<file path="config.mk">
export PLATFORM = sky130hd
export DESIGN_NAME = bus_if_wb_flat
export DESIGN_NICKNAME = d
export VERILOG_FILES = /design/src/rtl/bus_if_wb_pkg.sv /design/src/rtl/bus_if_wb_if.sv /design/src/rtl/bus_if_wb_wbuf.sv /design/src/rtl/bus_if_wb.sv /design/src/flat_wrapper.sv
export SDC_FILE = /design/constraint.sdc
export NUM_CORES = 1
export LEC_CHECK = 0
export CORE_MARGIN = 2
export CORE_UTILIZATION = 53
export CTS_CLUSTER_SIZE = 10
export DETAILED_ROUTE_END_ITERATION = 8
export PLACE_DENSITY = 0.8
export SKIP_CTS_REPAIR_TIMING = 1
export SLEW_MARGIN = 20
export SYNTH_ARGS = -nofsm -noshare
export SYNTH_HDL_FRONTEND = slang
export SYNTH_SLANG_ARGS = --single-unit
export TNS_END_PERCENT = 10
</file>
<file path="constraint.sdc">
create_clock -name clk -period 5.95 [get_ports clk]
set_input_delay 1.19 -clock clk [delete_from_list [all_inputs] [get_ports clk]]
set_output_delay 1.19 -clock clk [all_outputs]
set_load 0.03 [all_outputs]
</file>
<file path="src/rtl/bus_if_wb_pkg.sv">
// Shared definitions for the bus_if_wb CPU-side bus interface.
//   - eng_state_e : bus engine states
//   - SLV_IDX_W   : width of the slave-index field at the top of the word address
//   - READ/WRITE  : rw / bus_rw encodings
//   - ENABLE_/DISABLE_ : levels for the active-low strobes and handshakes
package bus_if_wb_pkg;

    typedef enum logic [1:0] {
        E_IDLE  = 2'd0,
        E_REQ   = 2'd1,
        E_ACC   = 2'd2,
        E_STALL = 2'd3
    } eng_state_e;

    // Slave index is addr[ADDR_W-1 -: SLV_IDX_W].
    localparam int unsigned SLV_IDX_W = 3;

    // Timeout counter width; TIMEOUT is limited to 1..255.
    localparam int unsigned TMO_W = 8;

    localparam logic READ     = 1'b1;
    localparam logic WRITE    = 1'b0;
    localparam logic ENABLE_  = 1'b0;
    localparam logic DISABLE_ = 1'b1;

endpackage

</file>
<file path="src/rtl/bus_if_wb_if.sv">
// Signal bundle for bus_if_wb: CPU pipeline side, SPM side and shared-bus side.
//   slave  : view used by bus_if_wb (CPU/SPM-data/bus-handshake inputs, the rest outputs)
//   master : view used by the surrounding system / testbench
interface bus_if_wb_if #(
    parameter int unsigned ADDR_W = 30,
    parameter int unsigned DATA_W = 32
);
    // CPU side
    logic              stall;
    logic              flush;
    logic              busy;
    logic [ADDR_W-1:0] addr;
    logic              as_;
    logic              rw;
    logic [DATA_W-1:0] wr_data;
    logic [DATA_W-1:0] rd_data;
    logic              bus_err;
    logic              wb_empty;
    // SPM side
    logic [DATA_W-1:0] spm_rd_data;
    logic [ADDR_W-1:0] spm_addr;
    logic              spm_as_;
    logic              spm_rw;
    logic [DATA_W-1:0] spm_wr_data;
    // Shared bus side
    logic [DATA_W-1:0] bus_rd_data;
    logic              bus_rdy_;
    logic              bus_grnt_;
    logic              bus_req_;
    logic [ADDR_W-1:0] bus_addr;
    logic              bus_as_;
    logic              bus_rw;
    logic [DATA_W-1:0] bus_wr_data;

    modport slave (
        input  stall, flush, addr, as_, rw, wr_data,
               spm_rd_data, bus_rd_data, bus_rdy_, bus_grnt_,
        output busy, rd_data, bus_err, wb_empty,
               spm_addr, spm_as_, spm_rw, spm_wr_data,
               bus_req_, bus_addr, bus_as_, bus_rw, bus_wr_data
    );

    modport master (
        output stall, flush, addr, as_, rw, wr_data,
               spm_rd_data, bus_rd_data, bus_rdy_, bus_grnt_,
        input  busy, rd_data, bus_err, wb_empty,
               spm_addr, spm_as_, spm_rw, spm_wr_data,
               bus_req_, bus_addr, bus_as_, bus_rw, bus_wr_data
    );
endinterface

</file>
<file path="src/rtl/bus_if_wb_wbuf.sv">
// Posted-write buffer: synchronous FIFO of DEPTH entries x WIDTH bits.
//   push/wdata : enqueue (ignored when full)
//   pop        : dequeue head (ignored when empty)
//   head       : oldest entry, valid when !empty
//   count/full/empty : derived from the registered pointers
// Pointers carry one extra wrap bit so full and empty are distinguishable.
module bus_if_wbuf #(
    parameter int unsigned DEPTH = 4,
    parameter int unsigned WIDTH = 62
) (
    input  logic                     clk,
    input  logic                     reset,
    input  logic                     push,
    input  logic [WIDTH-1:0]         wdata,
    input  logic                     pop,
    output logic [WIDTH-1:0]         head,
    output logic [$clog2(DEPTH):0]   count,
    output logic                     full,
    output logic                     empty
);
    localparam int unsigned PTR_W = $clog2(DEPTH) + 1;

    logic [WIDTH-1:0] mem_q [DEPTH];
    logic [PTR_W-1:0] wr_ptr_q, wr_ptr_d;
    logic [PTR_W-1:0] rd_ptr_q, rd_ptr_d;
    logic             do_push, do_pop;

    always_comb begin
        count    = wr_ptr_q - rd_ptr_q;
        full     = (count == PTR_W'(DEPTH));
        empty    = (count == '0);
        do_push  = push && !full;
        do_pop   = pop && !empty;
        wr_ptr_d = wr_ptr_q + PTR_W'(do_push);
        rd_ptr_d = rd_ptr_q + PTR_W'(do_pop);
        head     = mem_q[rd_ptr_q[PTR_W-2:0]];
    end

    always_ff @(posedge clk or negedge reset) begin
        if (!reset) begin
            wr_ptr_q <= '0;
            rd_ptr_q <= '0;
        end else begin
            wr_ptr_q <= wr_ptr_d;
            rd_ptr_q <= rd_ptr_d;
        end
    end

    // Storage needs no reset: entries are only read while count > 0.
    always_ff @(posedge clk) begin
        if (do_push) begin
            mem_q[wr_ptr_q[PTR_W-2:0]] <= wdata;
        end
    end
endmodule

</file>
<file path="src/rtl/bus_if_wb.sv">
// CPU-side bus interface with posted write buffer.
//   clk, reset (async, active-low)
//   bif (slave modport): CPU request/response, SPM pass-through, shared-bus
//   master handshake, bus_err timeout pulse and wb_empty fence status.
// SPM accesses are zero-wait; off-SPM writes are posted into bus_if_wbuf and
// drained by the bus engine; off-SPM reads wait for an empty buffer (RAW order).
module bus_if_wb
    import bus_if_wb_pkg::*;
#(
    parameter int unsigned ADDR_W    = 30,
    parameter int unsigned DATA_W    = 32,
    parameter int unsigned WB_DEPTH  = 4,
    parameter int unsigned SPM_INDEX = 1,
    parameter int unsigned TIMEOUT   = 255
) (
    input  logic        clk,
    input  logic        reset,
    bus_if_wb_if.slave  bif
);
    localparam int unsigned CNT_W = $clog2(WB_DEPTH) + 1;
    localparam int unsigned ENT_W = ADDR_W + DATA_W;
    localparam logic [SLV_IDX_W-1:0] SPM_IDX = SLV_IDX_W'(SPM_INDEX);
    localparam logic [TMO_W-1:0]     TMO     = TMO_W'(TIMEOUT);

    logic             push, pop, wb_full, wb_empty_w;
    logic [ENT_W-1:0] head;
    logic [CNT_W-1:0] wb_count;

    eng_state_e        state_q, state_d;
    logic              bus_req_q, bus_req_d;
    logic              bus_as_q, bus_as_d;
    logic              bus_rw_q, bus_rw_d;
    logic [ADDR_W-1:0] bus_addr_q, bus_addr_d;
    logic [DATA_W-1:0] bus_wr_data_q, bus_wr_data_d;
    logic              bus_err_q, bus_err_d;
    logic [DATA_W-1:0] rd_buf_q, rd_buf_d;
    logic [TMO_W-1:0]  cnt_q, cnt_d;

    logic              req_valid, spm_hit, cpu_rd;
    logic              acc_done, acc_tmo;
    logic              busy, spm_as;
    logic [DATA_W-1:0] rd_data;

    bus_if_wbuf #(
        .DEPTH (WB_DEPTH),
        .WIDTH (ENT_W)
    ) u_wbuf (
        .clk   (clk),
        .reset (reset),
        .push  (push),
        .wdata ({bif.addr, bif.wr_data}),
        .pop   (pop),
        .head  (head),
        .count (wb_count),
        .full  (wb_full),
        .empty (wb_empty_w)
    );

    always_comb begin
        req_valid     = (bif.as_ == ENABLE_) && !bif.flush;
        spm_hit       = (bif.addr[ADDR_W-1 -: SLV_IDX_W] == SPM_IDX);
        cpu_rd        = req_valid && !spm_hit && (bif.rw == READ);
        acc_done      = 1'b0;
        acc_tmo       = 1'b0;
        rd_data       = '0;
        busy          = 1'b0;
        spm_as        = DISABLE_;
        push          = 1'b0;
        pop           = 1'b0;
        state_d       = state_q;
        bus_req_d     = bus_req_q;
        bus_as_d      = DISABLE_;
        bus_rw_d      = bus_rw_q;
        bus_addr_d    = bus_addr_q;
        bus_wr_data_d = bus_wr_data_q;
        bus_err_d     = 1'b0;
        rd_buf_d      = rd_buf_q;
        cnt_d         = cnt_q;

        // CPU request decode
        if (req_valid) begin
            if (spm_hit) begin
                if (!bif.stall) begin
                    spm_as = ENABLE_;
                    if (bif.rw == READ) rd_data = bif.spm_rd_data;
                end
            end else if (bif.rw == WRITE) begin
                // Full check uses the registered count: a pop this cycle
                // does not free a slot until the next one.
                if (wb_full)          busy = 1'b1;
                else if (!bif.stall)  push = 1'b1;
            end else begin
                busy = 1'b1;
            end
        end

        // Bus engine; read completion and E_STALL override the CPU response.
        case (state_q)
            E_IDLE: begin
                if (wb_count != '0) begin
                    state_d       = E_REQ;
                    bus_req_d     = ENABLE_;
                    bus_rw_d      = WRITE;
                    bus_addr_d    = head[ENT_W-1 -: ADDR_W];
                    bus_wr_data_d = head[DATA_W-1:0];
                end else if (cpu_rd) begin
                    state_d       = E_REQ;
                    bus_req_d     = ENABLE_;
                    bus_rw_d      = READ;
                    bus_addr_d    = bif.addr;
                    bus_wr_data_d = bif.wr_data;
                end
            end
            E_REQ: begin
                if (bif.bus_grnt_ == ENABLE_) begin
                    state_d  = E_ACC;
                    bus_as_d = ENABLE_;
                    cnt_d    = '0;
                end
            end
            E_ACC: begin
                acc_done = (bif.bus_rdy_ == ENABLE_);
                acc_tmo  = !acc_done && ((cnt_q + 1'b1) == TMO);
                if (!acc_done) cnt_d = cnt_q + 1'b1;
                if (acc_done || acc_tmo) begin
                    bus_req_d     = DISABLE_;
                    bus_rw_d      = READ;
                    bus_addr_d    = '0;
                    bus_wr_data_d = '0;
                    bus_err_d     = acc_tmo;
                    if (bus_rw_q == WRITE) begin
                        pop     = 1'b1;
                        state_d = E_IDLE;
                    end else begin
                        rd_data  = acc_done ? bif.bus_rd_data : '0;
                        rd_buf_d = rd_data;
                        busy     = 1'b0;
                        state_d  = bif.stall ? E_STALL : E_IDLE;
                    end
                end
            end
            E_STALL: begin
                rd_data = rd_buf_q;
                busy    = 1'b0;
                if (!bif.stall) state_d = E_IDLE;
            end
            default: state_d = E_IDLE;
        endcase
    end

    always_ff @(posedge clk or negedge reset) begin
        if (!reset) begin
            state_q       <= E_IDLE;
            bus_req_q     <= DISABLE_;
            bus_as_q      <= DISABLE_;
            bus_rw_q      <= READ;
            bus_addr_q    <= '0;
            bus_wr_data_q <= '0;
            bus_err_q     <= 1'b0;
            rd_buf_q      <= '0;
            cnt_q         <= '0;
        end else begin
            state_q       <= state_d;
            bus_req_q     <= bus_req_d;
            bus_as_q      <= bus_as_d;
            bus_rw_q      <= bus_rw_d;
            bus_addr_q    <= bus_addr_d;
            bus_wr_data_q <= bus_wr_data_d;
            bus_err_q     <= bus_err_d;
            rd_buf_q      <= rd_buf_d;
            cnt_q         <= cnt_d;
        end
    end

    assign bif.busy        = busy;
    assign bif.rd_data     = rd_data;
    assign bif.bus_err     = bus_err_q;
    assign bif.wb_empty    = wb_empty_w;
    assign bif.spm_addr    = bif.addr;
    assign bif.spm_as_     = spm_as;
    assign bif.spm_rw      = bif.rw;
    assign bif.spm_wr_data = bif.wr_data;
    assign bif.bus_req_    = bus_req_q;
    assign bif.bus_addr    = bus_addr_q;
    assign bif.bus_as_     = bus_as_q;
    assign bif.bus_rw      = bus_rw_q;
    assign bif.bus_wr_data = bus_wr_data_q;
endmodule

</file>
<file path="src/flat_wrapper.sv">
// flat-port wrapper written by rule: the top's interface ports become plain ports
module bus_if_wb_flat import bus_if_wb_pkg::*;
#(
    parameter int unsigned ADDR_W    = 30,
    parameter int unsigned DATA_W    = 32,
    parameter int unsigned WB_DEPTH  = 4,
    parameter int unsigned SPM_INDEX = 1,
    parameter int unsigned TIMEOUT   = 255
)
  (clk, reset, bif_stall, bif_flush, bif_addr, bif_as_, bif_rw, bif_wr_data, bif_spm_rd_data, bif_bus_rd_data, bif_bus_rdy_, bif_bus_grnt_, bif_busy, bif_rd_data, bif_bus_err, bif_wb_empty, bif_spm_addr, bif_spm_as_, bif_spm_rw, bif_spm_wr_data, bif_bus_req_, bif_bus_addr, bif_bus_as_, bif_bus_rw, bif_bus_wr_data);
  bus_if_wb_if #(.ADDR_W(ADDR_W), .DATA_W(DATA_W)) bif_i ();
  input  logic clk;
  input  logic reset;
  input wire logic [$bits(bif_i.stall)-1:0] bif_stall;
  input wire logic [$bits(bif_i.flush)-1:0] bif_flush;
  input wire logic [$bits(bif_i.addr)-1:0] bif_addr;
  input wire logic [$bits(bif_i.as_)-1:0] bif_as_;
  input wire logic [$bits(bif_i.rw)-1:0] bif_rw;
  input wire logic [$bits(bif_i.wr_data)-1:0] bif_wr_data;
  input wire logic [$bits(bif_i.spm_rd_data)-1:0] bif_spm_rd_data;
  input wire logic [$bits(bif_i.bus_rd_data)-1:0] bif_bus_rd_data;
  input wire logic [$bits(bif_i.bus_rdy_)-1:0] bif_bus_rdy_;
  input wire logic [$bits(bif_i.bus_grnt_)-1:0] bif_bus_grnt_;
  output wire logic [$bits(bif_i.busy)-1:0] bif_busy;
  output wire logic [$bits(bif_i.rd_data)-1:0] bif_rd_data;
  output wire logic [$bits(bif_i.bus_err)-1:0] bif_bus_err;
  output wire logic [$bits(bif_i.wb_empty)-1:0] bif_wb_empty;
  output wire logic [$bits(bif_i.spm_addr)-1:0] bif_spm_addr;
  output wire logic [$bits(bif_i.spm_as_)-1:0] bif_spm_as_;
  output wire logic [$bits(bif_i.spm_rw)-1:0] bif_spm_rw;
  output wire logic [$bits(bif_i.spm_wr_data)-1:0] bif_spm_wr_data;
  output wire logic [$bits(bif_i.bus_req_)-1:0] bif_bus_req_;
  output wire logic [$bits(bif_i.bus_addr)-1:0] bif_bus_addr;
  output wire logic [$bits(bif_i.bus_as_)-1:0] bif_bus_as_;
  output wire logic [$bits(bif_i.bus_rw)-1:0] bif_bus_rw;
  output wire logic [$bits(bif_i.bus_wr_data)-1:0] bif_bus_wr_data;
  assign bif_i.stall = bif_stall;
  assign bif_i.flush = bif_flush;
  assign bif_i.addr = bif_addr;
  assign bif_i.as_ = bif_as_;
  assign bif_i.rw = bif_rw;
  assign bif_i.wr_data = bif_wr_data;
  assign bif_i.spm_rd_data = bif_spm_rd_data;
  assign bif_i.bus_rd_data = bif_bus_rd_data;
  assign bif_i.bus_rdy_ = bif_bus_rdy_;
  assign bif_i.bus_grnt_ = bif_bus_grnt_;
  assign bif_busy = bif_i.busy;
  assign bif_rd_data = bif_i.rd_data;
  assign bif_bus_err = bif_i.bus_err;
  assign bif_wb_empty = bif_i.wb_empty;
  assign bif_spm_addr = bif_i.spm_addr;
  assign bif_spm_as_ = bif_i.spm_as_;
  assign bif_spm_rw = bif_i.spm_rw;
  assign bif_spm_wr_data = bif_i.spm_wr_data;
  assign bif_bus_req_ = bif_i.bus_req_;
  assign bif_bus_addr = bif_i.bus_addr;
  assign bif_bus_as_ = bif_i.bus_as_;
  assign bif_bus_rw = bif_i.bus_rw;
  assign bif_bus_wr_data = bif_i.bus_wr_data;
  bus_if_wb #(.ADDR_W(ADDR_W), .DATA_W(DATA_W), .WB_DEPTH(WB_DEPTH), .SPM_INDEX(SPM_INDEX), .TIMEOUT(TIMEOUT)) u_core (.clk(clk), .reset(reset), .bif(bif_i));
endmodule
</file>
==> results of run 1 <==
[per-stage QoR]
stage | hold slack (ns) | total power (uW) | cell area, um^2 | cells
3_3_place_gp | 0.485 | 8160 | 18900 | 1652
4_1_cts | 0.499 | 10600 | 20200 | 1732
5_1_grt | 0.509 | 11100 | 20200 | 1733
3_5_place_dp | 0.482 | 8260 | 18900 | 1652
6_report | 0.502 | 10600 | 20200 | 1733
2_1_floorplan | 0.446 | 6640 | 16100 | 1094
[cell type report]
type,count,area share
flip-flops and latches,362,0.511
multi-input cells,575,0.244
repair buffers,318,0.157
clock buffers,75,0.0597
well taps,390,0.0242
clock inverters,5,0.00328
inverters,8,0.00149
[state kept, by name, indices dropped and copies added, names as in the netlist]
register,cells
u_core.bif.bus_addr,30
u_core.state_q,2
u_core.u_wbuf.rd_ptr_q,3
u_core.u_wbuf.wr_ptr_q,3
u_core.rd_buf_q,32
u_core.u_wbuf.mem_q,248
u_core.bif.bus_err,1
u_core.bif.bus_rw,1
u_core.bif.bus_req_,1
u_core.cnt_q,8
u_core.bif.bus_as_,1
u_core.bif.bus_wr_data,32
[worst max-delay path by stage]
stage	startpoint	end	slack (ns)	cells past startpoint
after floorplan	u_core.u_wbuf.rd_ptr_q[1]	u_core.u_wbuf.mem_q[2][0]	0.69	9
after global placement	bif_addr[27]	bif_rd_data[9]	0.67	8
after detailed placement	bif_addr[27]	bif_rd_data[5]	0.61	8
after CTS	bif_addr[27]	bif_rd_data[5]	0.61	8
after global routing	u_core.state_q[0]	bif_rd_data[22]	0.35	7
final	bif_addr[27]	bif_rd_data[5]	0.59	8
[report_power, final]
group | switching (uW) | internal [uW] | total [uW]
registers | 290 | 3120 | 3410
clock network | 971 | 1380 | 2350
logic | 2910 | 1950 | 4860
total | 4170 | 6450 | 10600
[per-layer routing]
| metal | vias up | global-route usage | part of all wire |
|---|---|---|---|
| li1 | 4669 | - | - |
| met1 | 5494 | 0.346 | 0.40 |
| met2 | 515 | 0.423 | 0.50 |
| met3 | 87 | 0.0413 | 0.068 |
| met4 | 0 | 0.0905 | 0.030 |
| met5 | - | 0 | 0 |
[worst max-delay path: cells and delay by family]
kind,cells,cell delay (ns)
compound gates,1,0.13
buf+inv,3,1.59
simple gates,4,1.25
[placed cells by master, fill, tap and decap left out, types with 2 or more instances in the layout]
cell,instances
nor3_1,24
nand3_1,67
mux2_2,58
xnor2_2,2
buf_4,19
o21ai_0,76
o21a_1,2
nor2_1,19
mux2_4,3
inv_1,7
dfrtp_1,108
dfstp_2,3
xnor2_1,2
nor2_4,5
clkbuf_16,43
edfxtp_1,248
a22oi_1,11
mux4_2,62
a31oi_1,2
a22o_1,33
nor2b_1,22
nand2_1,35
a21o_1,11
clkdlybuf4s50_1,296
clkbuf_1,31
a222oi_1,21
o2111ai_1,21
xor2_1,3
a21oi_1,65
dfrtp_4,3
ha_1,8
and3_1,2
clkinv_8,2
[kinds of logic after synthesis]
logic type | count (synthesis)
multiplexers | 124
XOR/XNOR | 8
flip-flops | 362
buffers and inverters | 157
AND/OR/NAND/NOR | 186
AO/OA/AOI/OAI | 249
adder cells (fa/ha/maj) | 8
==> run summary, run 1 <==
largest net degree at the start of global routing -> 76
Total Die Area -> 31700 um^2
Hold Path Stages -> 1
Tot GR Track Use -> 0.256
RSZ-0062 raised after global routing -> no
Synth-to-Final Area Change -> 25.8%
CTS tree -> built
setup TNS -> 0 ns
Die W -> 178 um
synth top area cells -> edfxtp_1 (46%), dfrtp_1 (17%), mux4_2 (8.7%)
top post-synthesis cells by count -> edfxtp_1 (248), dfrtp_1 (111), o21ai_0 (76)
Setup Viol. Count Final -> 0
clk_lat worst skew -> 0.54 ns
GRT Residual Overflow -> 0
vias in the first global route -> 11200
EDFF count, synth -> 248
kind of critical path -> primary input to output port
routed len/inst -> 23.3 um
Multi-input gate area -> 4930 um^2
DR pass1 iterations -> 8
Vias -> 10800
Synth warnings -> 0
crit path cell chain -> clkdlybuf4s50_1 -> or3b_1 -> or4_4 -> nor2_4 -> buf_12 -> a22oi_1 -> nor3_1 -> clkdlybuf4s50_1
Main synth FF type -> edfxtp_1
Fill cells -> 2047
Synth Instances -> 1094
Worst Hold Launch -> u_core.bif.bus_addr[18]
Layout Skew -> 0.0113 ns
drt total wl -> 40400 um
# diodes -> 0
largest family of logic cells by synthesized area -> multiplexers
crit path capture type -> output port
largest area contributor in the netlist -> edfxtp_1
Final Max Tran Viols -> 0
measured slew at the worst slew-check pin -> 1.07 ns
crit start category -> primary input
worst path required time -> 4.76 ns
worst-path maximum fanout -> 53
Nets -> 1450
HPWL Detailed -> 23300 um
Final Hold Fails -> 0
layout cell share with drive strength beyond 1 -> 0.162
area of the mapped netlist -> 16100 um^2
setup ws final -> 0.588 ns
maximum VDD drop -> 0.000671 V
Lkg Pwr -> 0.00724 uW
Clock Tree Buf Depth -> 3
Slew HR -> 0.285
most frequent cell after synthesis -> edfxtp_1
Synth Area in Adders -> 0.00623
Hold Path End -> u_core.bif.bus_addr[18]
CP dominant cell by count -> clkdlybuf4s50_1
Seq/Total Area, Yosys -> 0.641
DR iter-0 viols -> 1145
FF+latch area -> 10300 um^2
Seq cells post-synth -> 362
Place WS -> 0.606 ns
syn avg cell area -> 14.7 um^2
fmax -> 187 MHz
capture point of the worst reg-to-reg path -> u_core.u_wbuf.mem_q[2][51]
status -> finished clean
slowest CP cell -> clkdlybuf4s50_1
PwrDens -> 526 nW/um^2
Yosys cell types -> 50
Min-Delay Path Class -> flip-flop to flip-flop
GP Congestion -> 0.817
Tmin final -> 5.36 ns
first-pass GRT wire length -> 62000 um
XOR/XNOR share of the synthesized area -> 0.00530
Worst EP arrival -> 4.17 ns
root cell of the clock tree -> clkbuf_16
row cnt -> 63
Die Ht -> 178 um
CTS buffer count -> 43
initial antenna violation count -> 0
Worst-path clk slew -> 0.05 ns
initial core utilization -> 0.541
worst r2r src -> u_core.u_wbuf.rd_ptr_q[0]
flop2flop setup slack -> 2.12 ns
final period utilization -> 0.901
post-synthesis simple-gate area fraction -> 0.0578
H-tree Lvls -> 2
total of max-cap violations -> 0
vias per std cell -> 6.21
fraction of registers with async set/reset -> 0.315
IO buf count -> 297
Post-Syn Nets -> 1236
ANT nets after route -> 0
CP max stage delay -> 0.73 ns
mux share of post-synthesis cell area -> 0.131
R2R depth -> 8
Core ar. -> 29700 um^2
CTS Sinks -> 362
Layout Utilization -> 0.680
Compound-Gate Fraction of Synth Area -> 0.103
Yosys top cell area share -> 0.464
I/O pin cnt -> 298
DRC Markers -> 0
Note: power is estimated with default switching activity, not from simulation.
==> inputs of run 2 (changes only) <==
ABC_CLOCK_PERIOD_IN_PS = 5950   (was not set)
CTS_CLUSTER_DIAMETER = 50   (was not set)
==> run summary, run 2 (synthesis results as in run 1) <==
Clock Tree Buf Depth -> 3 (unchanged)
Nets -> 1452 (+0.14%)
most frequent cells in the layout -> clkdlybuf4s50_1 (296), edfxtp_1 (248), dfrtp_1 (108), o21ai_0 (76), nand3_1 (67)
placed cell area -> 18900 um^2 (unchanged)
clock share of power -> 0.232 (+0.011)
Core ar. -> 29700 um^2 (unchanged)
PwrDens -> 531 nW/um^2 (+1.0%)
IO buf count -> 297 (unchanged)
commonest non-fill, non-tap cell in the layout -> clkdlybuf4s50_1
H-tree Lvls -> 2 (unchanged)
max reg flops -> 248 (unchanged)
clk_lat worst skew -> 0.55 ns (about the same)
DR pass1 iterations -> 6 (-2)
fin cells -> 1736 (+0.17%)
GP Congestion -> 0.817 (unchanged)
Vias -> 10700 (-0.88%)
Final Max Tran Viols -> 0 (unchanged)
HPWL Detailed -> 23300 um (unchanged)
vias per std cell -> 6.15 (-1.1%)
number of placed instances, taps included -> 1652 (unchanged)
first-pass GRT wire length -> 62200 um (+0.35%)
kind of critical path -> primary input to output port
Min-Delay Path Class -> flip-flop to flip-flop
Slew HR -> 0.290 (+0.00486)
ANT nets after route -> 0 (unchanged)
Fill cells -> 2015 (-1.6%)
status -> finished clean
final instance area -> 20300 um^2 (+0.53%)
root cell of the clock tree -> clkbuf_16
Worst EP arrival -> 4.14 ns (-0.03 ns)
fmax -> 188 MHz (+0.68%)
crit path cell chain -> clkdlybuf4s50_1 -> or3b_1 -> or4_4 -> nor2_4 -> buf_12 -> a22oi_1 -> nor3_1 -> clkdlybuf4s50_1
largest net degree at the start of global routing -> 76 (unchanged)
Final Hold Fails -> 0 (unchanged)
Synth-to-Final Area Change -> 26.4%
Combinational Power Share -> 0.452 (-0.006)
CP dominant cell by count -> clkdlybuf4s50_1
Seq pwr share -> 0.316 (-0.005)
Layout Utilization -> 0.684 (+0.00362)
crit path capture type -> output port
routed len/inst -> 23.1 um (-0.63%)
Worst-path clk slew -> 0.05 ns (about the same)
GRT Residual Overflow -> 0 (unchanged)
setup TNS -> 0 ns (unchanged)
CTS Sinks -> 362 (unchanged)
Total Die Area -> 31700 um^2 (unchanged)
row cnt -> 63 (unchanged)
DR iter-0 viols -> 1288 (+12%)
I/O pin cnt -> 298 (unchanged)
layout cell share with drive strength beyond 1 -> 0.166 (+0.00410)
vias in the first global route -> 11100 (-0.51%)
CTS tree -> built
measured slew at the worst slew-check pin -> 1.06 ns (-0.00728 ns)
initial antenna violation count -> 0 (unchanged)
initial core utilization -> 0.541 (unchanged)
worst-path maximum fanout -> 53 (unchanged)
worst path required time -> 4.76 ns (about the same)
Pint -> 6580 uW (+2.1%)
total of max-cap violations -> 0 (unchanged)
Setup Viol. Count Final -> 0 (unchanged)
crit start category -> primary input
maximum VDD drop -> 0.000681 V (+1.5%)
RSZ-0062 raised after global routing -> no
Die Ht -> 178 um (unchanged)
final period utilization -> 0.895 (-0.00606)
Psw -> 4200 uW (+0.66%)
Tot GR Track Use -> 0.256 (+0.000837)
CP max stage delay -> 0.72 ns (about the same)
flop2flop setup slack -> 2.12 ns (about the same)
# diodes -> 0 (unchanged)
Layout Skew -> 0.0206 ns (+0.00934 ns)
Tmin final -> 5.33 ns (-0.0361 ns)
CTS buffer count -> 44 (+2.3%)
Die W -> 178 um (unchanged)
slowest CP cell -> clkdlybuf4s50_1
Lkg Pwr -> 0.00729 uW (+0.74%)
Sw Share -> 0.389 (-0.00346)
drt total wl -> 40200 um (-0.46%)
DRC Markers -> 0 (unchanged)
## run 2: power groups by stage
stage | Sequential [uW] | Clock (uW) | Combinational, uW
2_1_floorplan | 3720 | 0 | 2920
3_5_place_dp | 3440 | 0 | 4810
4_1_cts | 3400 | 2530 | 4860
3_3_place_gp | 3440 | 0 | 4730
6_report | 3410 | 2500 | 4880
5_1_grt | 3450 | 2640 | 5240
## run 2: final timing paths
kind,from,end,depth (start not counted)
min reg2reg,u_core.bif.bus_wr_data[30],u_core.bif.bus_wr_data[30],1
max,bif_addr[27],bif_rd_data[5],8
min in group asynchronous,reset,u_core.bif.bus_wr_data[30],1
min,u_core.bif.bus_wr_data[30],u_core.bif.bus_wr_data[30],1
max in group asynchronous,reset,u_core.state_q[1],2
max reg2reg,u_core.u_wbuf.rd_ptr_q[0],u_core.u_wbuf.mem_q[2][39],8
## run 2: critical path: cells and delay by family
kind / cells / cell delay, ns
buf+inv: 3 / 1.57
compound gates: 1 / 0.13
simple gates: 4 / 1.22
## run 2: per-layer routing
metal	track usage	up-vias	wire [um]
met2	0.423	495	20100
met3	0.0411	82	2750
met1	0.351	5439	16200
met5	0	-	0
met4	0.0867	0	1150
li1	-	4654	-
## run 2: area by class of cell
| type | instances | area, um^2 | area share |
|---|---|---|---|
| Clock inverter | 9 | 126 | 0.00622 |
| Clock buffer | 73 | 1230 | 0.0606 |
| Tap cell | 390 | 488 | 0.0240 |
| Sequential cell | 362 | 10300 | 0.508 |
| Multi-Input combinational cell | 575 | 4930 | 0.243 |
| Inverter | 8 | 30.0 | 0.00148 |
| Timing Repair Buffer | 319 | 3190 | 0.157 |
## run 2: per-stage QoR
step	hold WS [ns]	total power [uW]	worst slack [ns]
after detailed placement	0.482	8260	0.606
final	0.503	10800	0.624
after floorplan	0.446	6640	0.686
after global placement	0.485	8160	0.673
after global routing	0.508	11300	0.332
after CTS	0.499	10800	0.604
